===== src/rtl/rc4_prga_decrypt_pkg.sv =====
// Shared types and constants for the RC4 PRGA / decrypt stage.
package rc4_pkg;

  typedef enum logic [3:0] {
    IDLE,
    ADDR_I,
    LATCH_I,
    ADDR_J,
    LATCH_J,
    WR_I,
    WR_J,
    ADDR_F,
    LATCH_F,
    WR_PT,
    DONE
  } prga_state_t;

  localparam int unsigned PRGA_CYCLES_PER_BYTE = 9;

  localparam logic [7:0] PT_CHAR_LO    = 8'h61;
  localparam logic [7:0] PT_CHAR_HI    = 8'h7A;
  localparam logic [7:0] PT_CHAR_SPACE = 8'h20;

endpackage


===== src/rtl/rc4_prga_decrypt_char_check.sv =====
// Plaintext byte classifier: valid when the byte is a space or a lowercase letter.
module prga_char_check
  import rc4_pkg::*;
(
  input  logic [7:0] data,
  output logic       valid
);

  // Pure combinational range test against the accepted character set.
  always_comb begin
    valid = (data == PT_CHAR_SPACE) || ((data >= PT_CHAR_LO) && (data <= PT_CHAR_HI));
  end

endmodule


===== src/rtl/rc4_prga_decrypt.sv =====
// RC4 PRGA keystream generation and ciphertext decryption over a shared S-memory port.
// Optional plaintext check enabled by defining PRGA_ASCII_CHECK_EN.
module rc4_prga_decrypt
  import rc4_pkg::*;
#(
  parameter int unsigned MSG_LEN = 32,
  parameter int unsigned K_W     = 8
) (
  input  logic           clk,
  input  logic           reset,
  input  logic           start_sig,
  output logic           prga_finished,
  output logic           key_invalid,
  output logic [7:0]     s_address,
  output logic [7:0]     s_wdata,
  output logic           s_wren,
  input  logic [7:0]     s_rdata,
  output logic [K_W-1:0] ct_address,
  input  logic [7:0]     ct_rdata,
  output logic [K_W-1:0] pt_address,
  output logic [7:0]     pt_wdata,
  output logic           pt_wren
);

  prga_state_t state, state_next;

  logic [K_W-1:0] k;
  logic [7:0]     j, si, sj, f, ct;
  logic [7:0]     i_idx, pt_byte;
  logic           last_byte, stop;

  // i is never stored; it always follows the message index.
  assign i_idx     = 8'(k) + 8'd1;
  assign pt_byte   = f ^ ct;
  assign last_byte = (k == K_W'(MSG_LEN - 1));

`ifdef PRGA_ASCII_CHECK_EN
  logic char_ok, key_inv_q;

  prga_char_check u_char_check (
    .data  (pt_byte),
    .valid (char_ok)
  );

  assign stop        = last_byte || !char_ok;
  assign key_invalid = key_inv_q & ~reset;

  // Invalid-key flag: raised on a rejected byte, cleared when a new run starts.
  always_ff @(posedge clk) begin
    if (reset) begin
      key_inv_q <= 1'b0;
    end else if (state == IDLE && start_sig) begin
      key_inv_q <= 1'b0;
    end else if (state == WR_PT && !char_ok) begin
      key_inv_q <= 1'b1;
    end
  end
`else
  assign stop        = last_byte;
  assign key_invalid = 1'b0;
`endif

  // State register.
  always_ff @(posedge clk) begin
    if (reset) begin
      state <= IDLE;
    end else begin
      state <= state_next;
    end
  end

  // Datapath registers: message index, j and the bytes latched from memory.
  always_ff @(posedge clk) begin
    if (reset) begin
      k  <= '0;
      j  <= '0;
      si <= '0;
      sj <= '0;
      f  <= '0;
      ct <= '0;
    end else begin
      case (state)
        IDLE: begin
          if (start_sig) begin
            k <= '0;
            j <= '0;
          end
        end
        LATCH_I: begin
          si <= s_rdata;
          j  <= j + s_rdata;
        end
        LATCH_J: sj <= s_rdata;
        LATCH_F: begin
          f  <= s_rdata;
          ct <= ct_rdata;
        end
        WR_PT: begin
          if (!stop) k <= k + K_W'(1);
        end
        default: ;
      endcase
    end
  end

  // Next-state and memory-port outputs; outputs are forced low while reset is
  // high so that no write lands on the reset edge.
  always_comb begin
    state_next    = state;
    prga_finished = 1'b0;
    s_address     = '0;
    s_wdata       = '0;
    s_wren        = 1'b0;
    ct_address    = '0;
    pt_address    = '0;
    pt_wdata      = '0;
    pt_wren       = 1'b0;
    case (state)
      IDLE:    if (start_sig) state_next = ADDR_I;
      ADDR_I: begin
        s_address  = i_idx;
        state_next = LATCH_I;
      end
      LATCH_I: state_next = ADDR_J;
      ADDR_J: begin
        s_address  = j;
        state_next = LATCH_J;
      end
      LATCH_J: state_next = WR_I;
      WR_I: begin
        s_address  = i_idx;
        s_wdata    = sj;
        s_wren     = 1'b1;
        state_next = WR_J;
      end
      WR_J: begin
        s_address  = j;
        s_wdata    = si;
        s_wren     = 1'b1;
        state_next = ADDR_F;
      end
      ADDR_F: begin
        s_address  = si + sj;
        ct_address = k;
        state_next = LATCH_F;
      end
      LATCH_F: state_next = WR_PT;
      WR_PT: begin
        pt_address = k;
        pt_wdata   = pt_byte;
        pt_wren    = 1'b1;
        state_next = stop ? DONE : ADDR_I;
      end
      DONE: begin
        prga_finished = 1'b1;
        if (!start_sig) state_next = IDLE;
      end
      default: state_next = IDLE;
    endcase
    if (reset) begin
      prga_finished = 1'b0;
      s_address     = '0;
      s_wdata       = '0;
      s_wren        = 1'b0;
      ct_address    = '0;
      pt_address    = '0;
      pt_wdata      = '0;
      pt_wren       = 1'b0;
    end
  end

endmodule


===== config.mk =====
export PLATFORM = sky130hd
export DESIGN_NAME = rc4_prga_decrypt
export DESIGN_NICKNAME = d
export VERILOG_FILES = /design/src/rtl/rc4_prga_decrypt_pkg.sv /design/src/rtl/rc4_prga_decrypt_char_check.sv /design/src/rtl/rc4_prga_decrypt.sv
export SDC_FILE = /design/constraint.sdc
export NUM_CORES = 1
export LEC_CHECK = 0
export BUFFER_PORTS_ARGS = -buffer_cell sky130_fd_sc_hd__clkbuf_2
export CAP_MARGIN = 5
export CORE_ASPECT_RATIO = 0.9
export CORE_MARGIN = 5
export CORE_UTILIZATION = 50
export CTS_BUF_LIST = sky130_fd_sc_hd__clkbuf_8 sky130_fd_sc_hd__clkbuf_16
export CTS_CLUSTER_DIAMETER = 50
export CTS_CLUSTER_SIZE = 20
export DETAILED_ROUTE_END_ITERATION = 10
export MAX_ROUTING_LAYER = met4
export PLACE_DENSITY = 0.73
export SYNTH_ARGS = -nofsm -noshare
export SYNTH_HDL_FRONTEND = slang
export SYNTH_SLANG_ARGS = --single-unit
export TNS_END_PERCENT = 100

===== constraint.sdc =====
create_clock -name clk -period 2.6 [get_ports clk]
set_input_delay 0.52 -clock clk [delete_from_list [all_inputs] [get_ports clk]]
set_output_delay 0.52 -clock clk [all_outputs]
set_load 0.03 [all_outputs]

After elaboration in Yosys (flattened, before gate mapping)
Cells that the tools add are included.
W data, S select, Z words.

word-level totals
  register bits after elaboration = 52

operators by class
  bitwise operators = 1
  equality and inequality tests = 14
  reduce and logical (&&, ||, !) cells = 9
  $add $sub $neg = 3
  multiplexer cells = 24

operator list
  kind                   count
  $mux W8                10
  $pmux W8 S2            3
  $pmux W4 S11           1
  $pmux W8 S3            1
  $add A8 B8 Y8          2
  $eq A4 B3 Y1 const B   4
  $eq A4 B4 Y1 const B   3
  $mux W4                3
  $add A8 B1 Y8 const B  1
  $eq A4 B2 Y1 const B   2
  $eq A8 B5 Y1 const B   1
  $xor A8 B8 Y8          1
  $mux W1                6
  $ne A2 B2 Y1 const B   3
  $reduce_or A2 Y1       3
  $eq A4 B1 Y1 const B   1
  $logic_not A4 Y1       1
  $reduce_and A2 Y1      2
  $reduce_bool A2 Y1     2
  $reduce_and A3 Y1      1

Longest topological paths before layout
Gate-level depths: netlist of the first run.

  word-level depth = 4
  mapped depth = 8
  depth with buffers taken out = 8

Worst setup path after synthesis of the first run
No wires, ideal clock.

  kind = register -> output
  from = reg si[0]
  to = out s_address[4]
  path slack = 295 ps
  buffers on the path = 0
  required time = 2080 ps
  arrival time = 1785 ps
  cell stages (with the launch flop) = 9
  path through = dfxtp_1 > ha_1 > inv_1 > fa_1 > nor2b_1 > o21ai_0 > a211oi_1 > a221oi_1 > nor2_1

between the ends
  cells in the longest elaborated chain, start to end = 3

RTL lines
  element                 line                     source
  start, declared         rc4_prga_decrypt.sv:28   logic [7:0] j, si, sj, f, ct;
  start signal, assigned  rc4_prga_decrypt.sv:90   si <= s_rdata;
  $add A8 B8 Y8           rc4_prga_decrypt.sv:143  s_address = si + sj;
  $pmux W8 S3             rc4_prga_decrypt.sv:118  case (state)
  $mux W8                 rc4_prga_decrypt.sv:160  if (reset) begin
  end, declared           rc4_prga_decrypt.sv:14   output logic [7:0] s_address,

No other way between the ends.

Final worst setup path of the first run
Ends and elaborated chain as after synthesis.

==> out/results.ini, run 1 <==
[worst_hold_path]
hp-class=in -> reg
worstHoldStart=ct_rdata[2]

[detailed_routing]
first_pass_iters=4
post_drt_wl_per_cell_microns=15.9
via_count=3422
drtIter0Drc=156
drt-total-wl_mm=9.36
ant_nets=0
drc=0
vias_per_cell=5.80

[yosys]
yosysSeqAreaShare_pct=30.7
ys_seq_elements=52
synth.avg_cell_area_sq_um=7.71
syn_inst=440
async_flop_share_pct=0
yosysWarnings=0
yosys.cell_types.count=64
synth_edf_count=0
synth_fp_nets=476
synth_ff_type=dfxtp_1
synth_area_sq_um=3390

[finish]
area_delta_synth_final_pct=21.1
final_cells=590
final_area_sq_um=4110
layout_common_cells=nand2_1, clkbuf_2, a21oi_1
fin_util_pct=62.4
drive_gt1_share_pct=27.2
final_nets=536
antenna_cells=0
final_common_cell=nand2_1

[critical_path]
end_kind=output port
cp.arrival_ns=2.09
crit_required_ns=2.08
critPathLaunch=si[0]
crit_fanout=3
path_class=reg -> out
reg2reg_from=j[1]
start_kind=flip-flop

[global_route]
grt_max_degree=42
grt_usage_pct=22.4
grt_pass1_vias=3222
grt_pass1_wl_mm=15.3
overflow=0
antenna_found_initial=0

[timing]
clock_skew_ns=0.0154
slew_viol_final=0
fmax_mhz=382
hold_violations=0
grt_setup_unrepaired=true
setup_violations=1
worst_pin_slew_ns=0.687
period_needed_ns=2.61
max-slew-margin-rel_pct=54.1
fin_ws_ns=-0.0147
period_share_pct=101

[clock_network]
cts.htree.levels=2
cts_sinks=52
ctsHoldBuffers=0
numCtsBuffers=5
clk_pin_slew_worst_paths_ns=0.10
cts_tree=done
clockBufferDepth=2
clkLatencyLatePin_ns=0.31
cts_root_buffer=clkbuf_8

[floorplanning]
design.core.area_sq_um=6590
design.die.area_sq_um=8540
fp.dieH_microns=88.2
die_w_microns=96.8
start_util_pct=51.5
rows=28
io_pins=63

[status]
violations=negative setup slack
status=complete, but fails checks

[placed_design]
hpwl_mm=6.72
placed_cell_area_sq_um=3770
gp_congestion=0.881
place_inst=579
io_buffers=61

[job]
drv_cap=0

[pwr]
leakage_nw=1.60
powerDensity_nw_per_um2=456
max-vdd-ir-drop_mv=0.404

worst max-delay path, cell delays in order, from the launching register on:
cell      delay (ns)
dfxtp_2         0.37
ha_4            0.14
inv_2           0.03
fa_2            0.36
nor2b_1         0.12
o21ai_1         0.09
a211oi_2        0.28
a221oi_2        0.06
nor2_1          0.17
clkbuf_8        0.19
Yosys cell counts (2+ instances only):
cell type / count / area, sq um
nor2b_1: 3 / 18.8
a221oi_1: 3 / 26.3
ha_1: 15 / 188
a21o_1: 4 / 30.0
a222oi_1: 2 / 20.0
a211oi_1: 4 / 30.0
nand2b_1: 7 / 43.8
dfxtp_1: 52 / 1040
a21oi_1: 53 / 265
and3_1: 3 / 18.8
or2_1: 2 / 12.5
nor2_1: 39 / 146
o211ai_1: 4 / 30.0
nand3_2: 2 / 20.0
o21bai_1: 3 / 22.5
buf_2: 10 / 50.1
nand3_1: 14 / 70.1
xnor2_1: 13 / 114
fa_1: 2 / 40.0
a21boi_0: 2 / 15.0
o21ai_1: 8 / 40.0
clkbuf_1: 8 / 30.0
nand4b_1: 4 / 35.0
a22oi_1: 9 / 67.6
o21ai_0: 9 / 45.0
nor2_2: 2 / 12.5
nand2_1: 81 / 304
buf_6: 2 / 22.5
xor2_1: 6 / 52.6
buf_4: 5 / 37.5
and2_1: 18 / 113
nor3_2: 5 / 50.1
a211o_1: 3 / 26.3
or3_1: 4 / 25.0
or4_1: 2 / 15.0
inv_1: 3 / 11.3
nand3b_1: 3 / 22.5
nor3_1: 5 / 25.0
metrics by stage:
| stage | TNS [ns] | setup WS [ns] | hold WS [ns] | power, mW |
|---|---|---|---|---|
| after floorplan | 0 | 0.295 | 0.449 | 1.12 |
| after global routing | -0.236 | -0.0797 | 0.421 | 1.97 |
| after CTS | -0.0751 | -0.0385 | 0.417 | 1.87 |
| after global placement | 0 | 0.174 | 0.454 | 1.20 |
| final | -0.0147 | -0.0147 | 0.424 | 1.88 |
| after detailed placement | 0 | 0.158 | 0.459 | 1.21 |
final cells by class:
class	instances	area, sq um
clock buffers	5	68.8
clock inverters	2	60.1
fillers	598	2480
inverters	4	15.0
multi-input cells	359	2350
flip-flops and latches	52	1050
well taps	90	113
repair buffers	78	452
path summary, 6_finish.rpt:
path         cells past startpoint           end  slack, ns
min reg2reg                      2         ct[6]       0.47
min                              3         ct[2]       0.42
max                              9  s_address[4]      -0.01
max reg2reg                      6          j[7]       0.59
routing by layer:
metal | vias to the layer above | global-route usage (%) | wire length (microns)
met5 | - | - | 0
met4 | 0 | 5.61 | 176
met3 | 17 | 4.86 | 865
met2 | 143 | 36.9 | 4380
met1 | 1602 | 28.2 | 3940
li1 | 1660 | - | -
report_power, final:
part | internal [mW] | switching, mW
sequential | 0.831 | 0.0487
clock | 0.379 | 0.271
combinational | 0.132 | 0.214
state kept, by name, summed over array words and instances (netlist names):
name,flops
ct,8
f,8
j,8
k,8
si,8
sj,8
state,4
cell families after synthesis:
kind of cell,Yosys count,share of synthesized area [%]
adder cells (fa/ha/maj),17,6.71
XOR/XNOR,19,4.90
buffers and inverters,29,4.57
flip-flops,52,30.7
AND/OR/NAND/NOR,205,30.7
other,1,0.111
AO/OA/AOI/OAI,115,21.7
multiplexers,2,0.627
what timing repair did:
item | in CTS | in global routing
setup endpoints to repair | 21 | 23
setup buffers | 2 | 2
pin swaps | 5 | 9
gates resized for setup | 24 | 24
Note: power is estimated with default switching activity, not from simulation.
==> run 2, diff against run 1 <==
Settings changed: PLACE_DENSITY 0.73 to default, PLACE_DENSITY_LB_ADDON from default to 0.15.
==> run 2 against run 1 <==
Sequential share of layout area rose by 0.37 points. Combinational power fell by 2%. Maximum frequency is 0.17% higher. Clock power is 2% higher. Flip-flop and latch count did not move. Critical path type unchanged. Setup slack better by 0.0045 ns. Largest cell class unchanged. The flow still finishes with violations (negative setup slack). First-iteration DRC count up 88%. Register-to-register slack gained 0.07 ns. Die area unchanged.
==> out/results.ini, run 2 (synthesis gave the netlist of run 1 again) <==
[detailed_routing]
drc=0  ; unchanged
post_drt_wl_per_cell_microns=15.5  ; -2.3%
drt-total-wl_mm=9.13  ; -2.5%
vias_per_cell=5.58  ; -3.8%
via_count=3288  ; -3.9%
ant_nets=0  ; unchanged
first_pass_iters=4  ; unchanged
drtIter0Drc=293  ; +88%

[critical_path]
cp.depth=9  ; unchanged
crit_chain=ha_4, inv_2, fa_2, nor2b_1, o21ai_1, a211oi_2, a221oi_2, nor2_1, clkbuf_8
worst_path_largest_cell_delay_ns=0.37  ; about the same
ff2ff_path_depth=7  ; +1
path_class=reg -> out
r2r_slack_ns=0.66  ; +0.07 ns
end_kind=output port
start_kind=flip-flop
reg2reg_from=j[0]
rr_endpoint=j[6]
critPathBufInv=2  ; unchanged
crit_required_ns=2.08  ; about the same
crit_slowest_cell=dfxtp_2
crit_fanout=3  ; unchanged
crit_family=adder cells
critPathLaunch=sj[0]
cp.arrival_ns=2.09  ; about the same

[finish]
final_nets=535  ; -0.19%
fill_cells=634  ; +6.0%
final_cells=589  ; -0.17%
area_delta_synth_final_pct=19.8
final_common_cell=nand2_1
layout.area.seq_sq_um=1060  ; +0.36%
antenna_cells=0  ; unchanged
drive_gt1_share_pct=26.9  ; -0.35 points
layout_common_cells=nand2_1, clkbuf_2, a21oi_1
multiInputGateArea_sq_um=2310  ; -1.7%

[worst_hold_path]
holdPathEnd=ct[0]
worstHoldStart=ct_rdata[0]
hold_path_depth=3  ; unchanged
hp-class=in -> reg

[pwr]
max-vdd-ir-drop_mv=0.312  ; -23%
leakage_nw=1.59  ; -0.52%
power_mw=1.88  ; +0.36%
powerDensity_nw_per_um2=463  ; +1.4%

[placed_design]
io_buffers=61  ; unchanged
gp_congestion=0.900  ; +2.2%
pre_cts_ws_ns=0.162  ; +0.00402 ns
hpwl_mm=6.73  ; +0.14%
place_inst=580  ; +0.17%

[clock_network]
cts_root_buffer=clkbuf_8
clockBufferDepth=2  ; unchanged
clkLatencyLatePin_ns=0.32  ; about the same
clk_pin_slew_worst_paths_ns=0.10  ; about the same
numCtsBuffers=5  ; unchanged
cts_tree=done
cts_sinks=52  ; unchanged
cts.htree.levels=2  ; unchanged

[timing]
setup_violations=1  ; unchanged
fmax_mhz=383  ; +0.17%
period_needed_ns=2.61  ; -0.00452 ns
grt_setup_unrepaired=true
hold_violations=0  ; unchanged
period_share_pct=100  ; -0.17 points
worst_pin_slew_ns=0.632  ; -0.0549 ns
fin_ws_ns=-0.0101  ; +0.00452 ns
slew_viol_final=0  ; unchanged
clock_skew_ns=0.0108  ; -0.00456 ns
max-slew-margin-rel_pct=57.8  ; +3.7 points

[floorplanning]
io_pins=63  ; unchanged
design.core.area_sq_um=6590  ; unchanged
start_util_pct=51.5  ; unchanged
rows=28  ; unchanged
fp.dieH_microns=88.2  ; unchanged
design.die.area_sq_um=8540  ; unchanged
die_w_microns=96.8  ; unchanged

[status]
violations=negative setup slack
status=complete, but fails checks

[job]
drv_cap=0  ; unchanged

[global_route]
grt_usage_pct=22.1  ; -0.33 points
grt_pass1_vias=2999  ; -6.9%
grt_pass1_wl_mm=14.9  ; -2.6%
antenna_found_initial=0  ; unchanged
grt_max_degree=49  ; +17%
overflow=0  ; unchanged

==> run 2: per-stage QoR <==
step / instance area (sq um) / hold slack [ns] / TNS [ns] / util (%)
after floorplan: 3390 / 0.449 / 0 / -
after global placement: 3780 / 0.455 / 0 / 57.3
after detailed placement: 3780 / 0.461 / 0 / 57.3
after CTS: 4020 / 0.412 / -0.0817 / 61.1
after global routing: 4070 / 0.419 / -0.246 / 61.7
final: 4070 / 0.418 / -0.0101 / 61.7
==> run 2: layout make-up <==
type                       count  area share [%]
inverter                       4           0.369
clock inverter                 2            1.48
clock buffer                   5            1.69
tap                           90            2.77
sequential                    52            26.0
timing repair buffer          77            10.9
multi-input combinational    359            56.7
==> run 2: metal layers <==
| metal | share of wire (%) | global-route usage, % | wire length [microns] | vias up |
|---|---|---|---|---|
| li1 | - | - | - | 1656 |
| met1 | 46 | 30.5 | 4210 | 1528 |
| met2 | 46 | 33.6 | 4200 | 98 |
| met3 | 7.1 | 4.38 | 649 | 6 |
| met4 | 0.69 | 4.59 | 63 | 0 |
| met5 | 0 | - | 0 | - |
==> run 2: how the worst max path moves through the flow <==
| stage | to |
|---|---|
| 6_report | s_address[4] |
| 5_1_grt | s_address[4] |
| 4_1_cts | s_address[4] |
| 3_5_place_dp | s_address[4] |
| 3_3_place_gp | s_address[4] |
| 2_1_floorplan | s_address[4] |
==> run 2: power breakdown <==
part / internal (mW) / total [mW] / switching, mW
registers: 0.831 / 0.880 / 0.0492
logic: 0.128 / 0.340 / 0.212
clock network: 0.379 / 0.662 / 0.283
==> run 2: worst reg2reg max path: stages (launching register included) <==
cell and delay, ns:
dfxtp_1 0.36, ha_1 0.24, fa_1 0.44, a211oi_1 0.31, o21bai_1 0.13, a21oi_1 0.18
or4_1 0.13, nand3_1 0.06
==> run 2: what timing repair did <==
| item | 4_1_cts | 5_1_grt |
|---|---|---|
| gates resized for setup | 22 | 25 |
| hold buffers | 0 | 0 |
| setup endpoints to repair | 13 | 27 |
| setup buffers | 2 | 0 |
| gates cloned | 0 | 0 |
| endpoints found under the hold margin | 0 | 0 |
| pin swaps | 7 | 8 |
==> run 3, diff against run 2 <==
Settings changed: MAX_ROUTING_LAYER met4 to default.
==> run 3 against run 2 <==
The run now ends clean. Final area unchanged. Core utilization unchanged. Cell count unchanged. Total power about the same. Routed wire length up 0.50%. Largest cell class unchanged. Largest power group unchanged. Highest routed layer unchanged.
==> out/results.ini, run 3 (synthesis gave the netlist of run 1 again) <==
[finish]
layout_common_cells=nand2_1, clkbuf_2, a21oi_1
final_cells=589  ; unchanged
drive_gt1_share_pct=26.9  ; unchanged
area_delta_synth_final_pct=19.8  ; unchanged
final_common_cell=nand2_1
final_nets=535  ; unchanged
antenna_cells=0  ; unchanged

[critical_path]
crit_slowest_cell=dfxtp_2
start_kind=flip-flop
crit_required_ns=2.08  ; about the same
crit_chain=ha_4, inv_2, fa_2, nor2b_1, o21ai_1, a211oi_2, a221oi_2, nor2_1, clkbuf_8
critPathBufInv=2  ; unchanged
crit_family=adder cells
crit_fanout=3  ; unchanged
path_class=reg -> out
worst_path_largest_cell_delay_ns=0.37  ; about the same
end_kind=output port
cp.arrival_ns=2.08  ; about the same

[timing]
worst_pin_slew_ns=0.632  ; -0.000549 ns
grt_setup_unrepaired=true
timing.hold.ws_ns=0.420  ; +0.00254 ns
clock_skew_ns=0.00985  ; -0.000948 ns
final.setup.tns_ns=0  ; +0.0101 ns
period_needed_ns=2.60  ; -0.0127 ns
fin_ws_ns=0.00253  ; +0.0127 ns
fmax_mhz=385  ; +0.49%
slew_viol_final=0  ; unchanged
hold_violations=0  ; unchanged
max-slew-margin-rel_pct=57.8  ; about the same
setup_violations=0  ; -1
period_share_pct=99.9  ; -0.49 points

[clock_network]
clk_pin_slew_worst_paths_ns=0.10  ; about the same
cts_sinks=52  ; unchanged
cts_tree=done
clockBufferDepth=2  ; unchanged
numCtsBuffers=5  ; unchanged
ctsHoldBuffers=0  ; unchanged
cts_root_buffer=clkbuf_8
cts.htree.levels=2  ; unchanged
clkLatencyLatePin_ns=0.32  ; about the same

[floorplanning]
rows=28  ; unchanged
fp.dieH_microns=88.2  ; unchanged
io_pins=63  ; unchanged
design.die.area_sq_um=8540  ; unchanged
design.core.area_sq_um=6590  ; unchanged
die_w_microns=96.8  ; unchanged
start_util_pct=51.5  ; unchanged

[pwr]
max-vdd-ir-drop_mv=0.312  ; about the same
power_mw=1.88  ; about the same
powerDensity_nw_per_um2=463  ; about the same
leakage_nw=1.59  ; unchanged

[global_route]
grt_max_degree=49  ; unchanged
grt_usage_pct=21.4  ; -0.67 points
antenna_found_initial=0  ; unchanged
grt_pass1_wl_mm=14.9  ; unchanged
grt_pass1_vias=2990  ; -0.30%
overflow=0  ; unchanged

[placed_design]
hpwl_mm=6.73  ; unchanged
gp_congestion=0.886  ; -1.6%
place_inst=580  ; unchanged
io_buffers=61  ; unchanged
pre_cts_ws_ns=0.162  ; unchanged

[detailed_routing]
drtIter0Drc=255  ; -13%
vias_per_cell=5.70  ; +2.2%
drc=0  ; unchanged
drt-total-wl_mm=9.17  ; +0.50%
post_drt_wl_per_cell_microns=15.6  ; +0.50%
via_count=3359  ; +2.2%
ant_nets=0  ; unchanged
first_pass_iters=5  ; +1

[status]
status=finished, final reports clean

[worst_hold_path]
hp-class=in -> reg

[job]
drv_cap=0  ; unchanged

==> run 3: worst paths after layout <==
| kind | from | end | slack (ns) | cells past startpoint |
|---|---|---|---|---|
| max | sj[0] | s_address[4] | 0.003 | 9 |
| min | ct_rdata[0] | ct[0] | 0.42 | 3 |
| max reg2reg | j[0] | j[6] | 0.65 | 7 |
| min reg2reg | ct[0] | ct[0] | 0.47 | 2 |
==> run 3: timing repair <==
action | CTS | global route
buffers inserted | 2 | 0
setup endpoints to repair | 13 | 28
pin swaps | 7 | 8
hold endpoints to repair | 0 | 0
gates resized for setup | 22 | 25
==> run 3: metal layers <==
layer | vias up | share of wire (%) | track usage (%)
met3 | 7 | 6.7 | 4.54
met2 | 118 | 46 | 33.4
met4 | 0 | 0.83 | 4.59
met1 | 1577 | 47 | 30.6
met5 | - | 0 | 0
li1 | 1657 | - | -
==> run 3: power breakdown <==
group,internal (mW),total (mW),switching (mW)
clock,0.379,0.660,0.281
combinational,0.128,0.342,0.214
sequential,0.831,0.880,0.0491
total,1.34,1.88,0.543
==> run 3: final cells by class <==
| cell class | instances | area [sq um] |
|---|---|---|
| clock buffers | 5 | 68.8 |
| clock inverters | 2 | 60.1 |
| fillers | 634 | 2520 |
| inverters | 4 | 15.0 |
| multi-input cells | 359 | 2310 |
| flip-flops and latches | 52 | 1060 |
| well taps | 90 | 113 |
| repair buffers | 77 | 444 |
==> run 3: metrics by stage <==
| step | util, % | cell area, sq um |
|---|---|---|
| 2_1_floorplan | - | 3390 |
| 3_3_place_gp | 57.3 | 3780 |
| 3_5_place_dp | 57.3 | 3780 |
| 4_1_cts | 61.1 | 4020 |
| 5_1_grt | 61.7 | 4070 |
| 6_report | 61.7 | 4070 |
==> run 3: worst reg2reg max path, cell delays in order (launching register included) <==
cell and delay, ns:
dfxtp_1 0.36, ha_1 0.25, fa_1 0.44, a211oi_1 0.31, o21bai_1 0.13, a21oi_1 0.18, or4_1 0.13, nand3_1 0.06
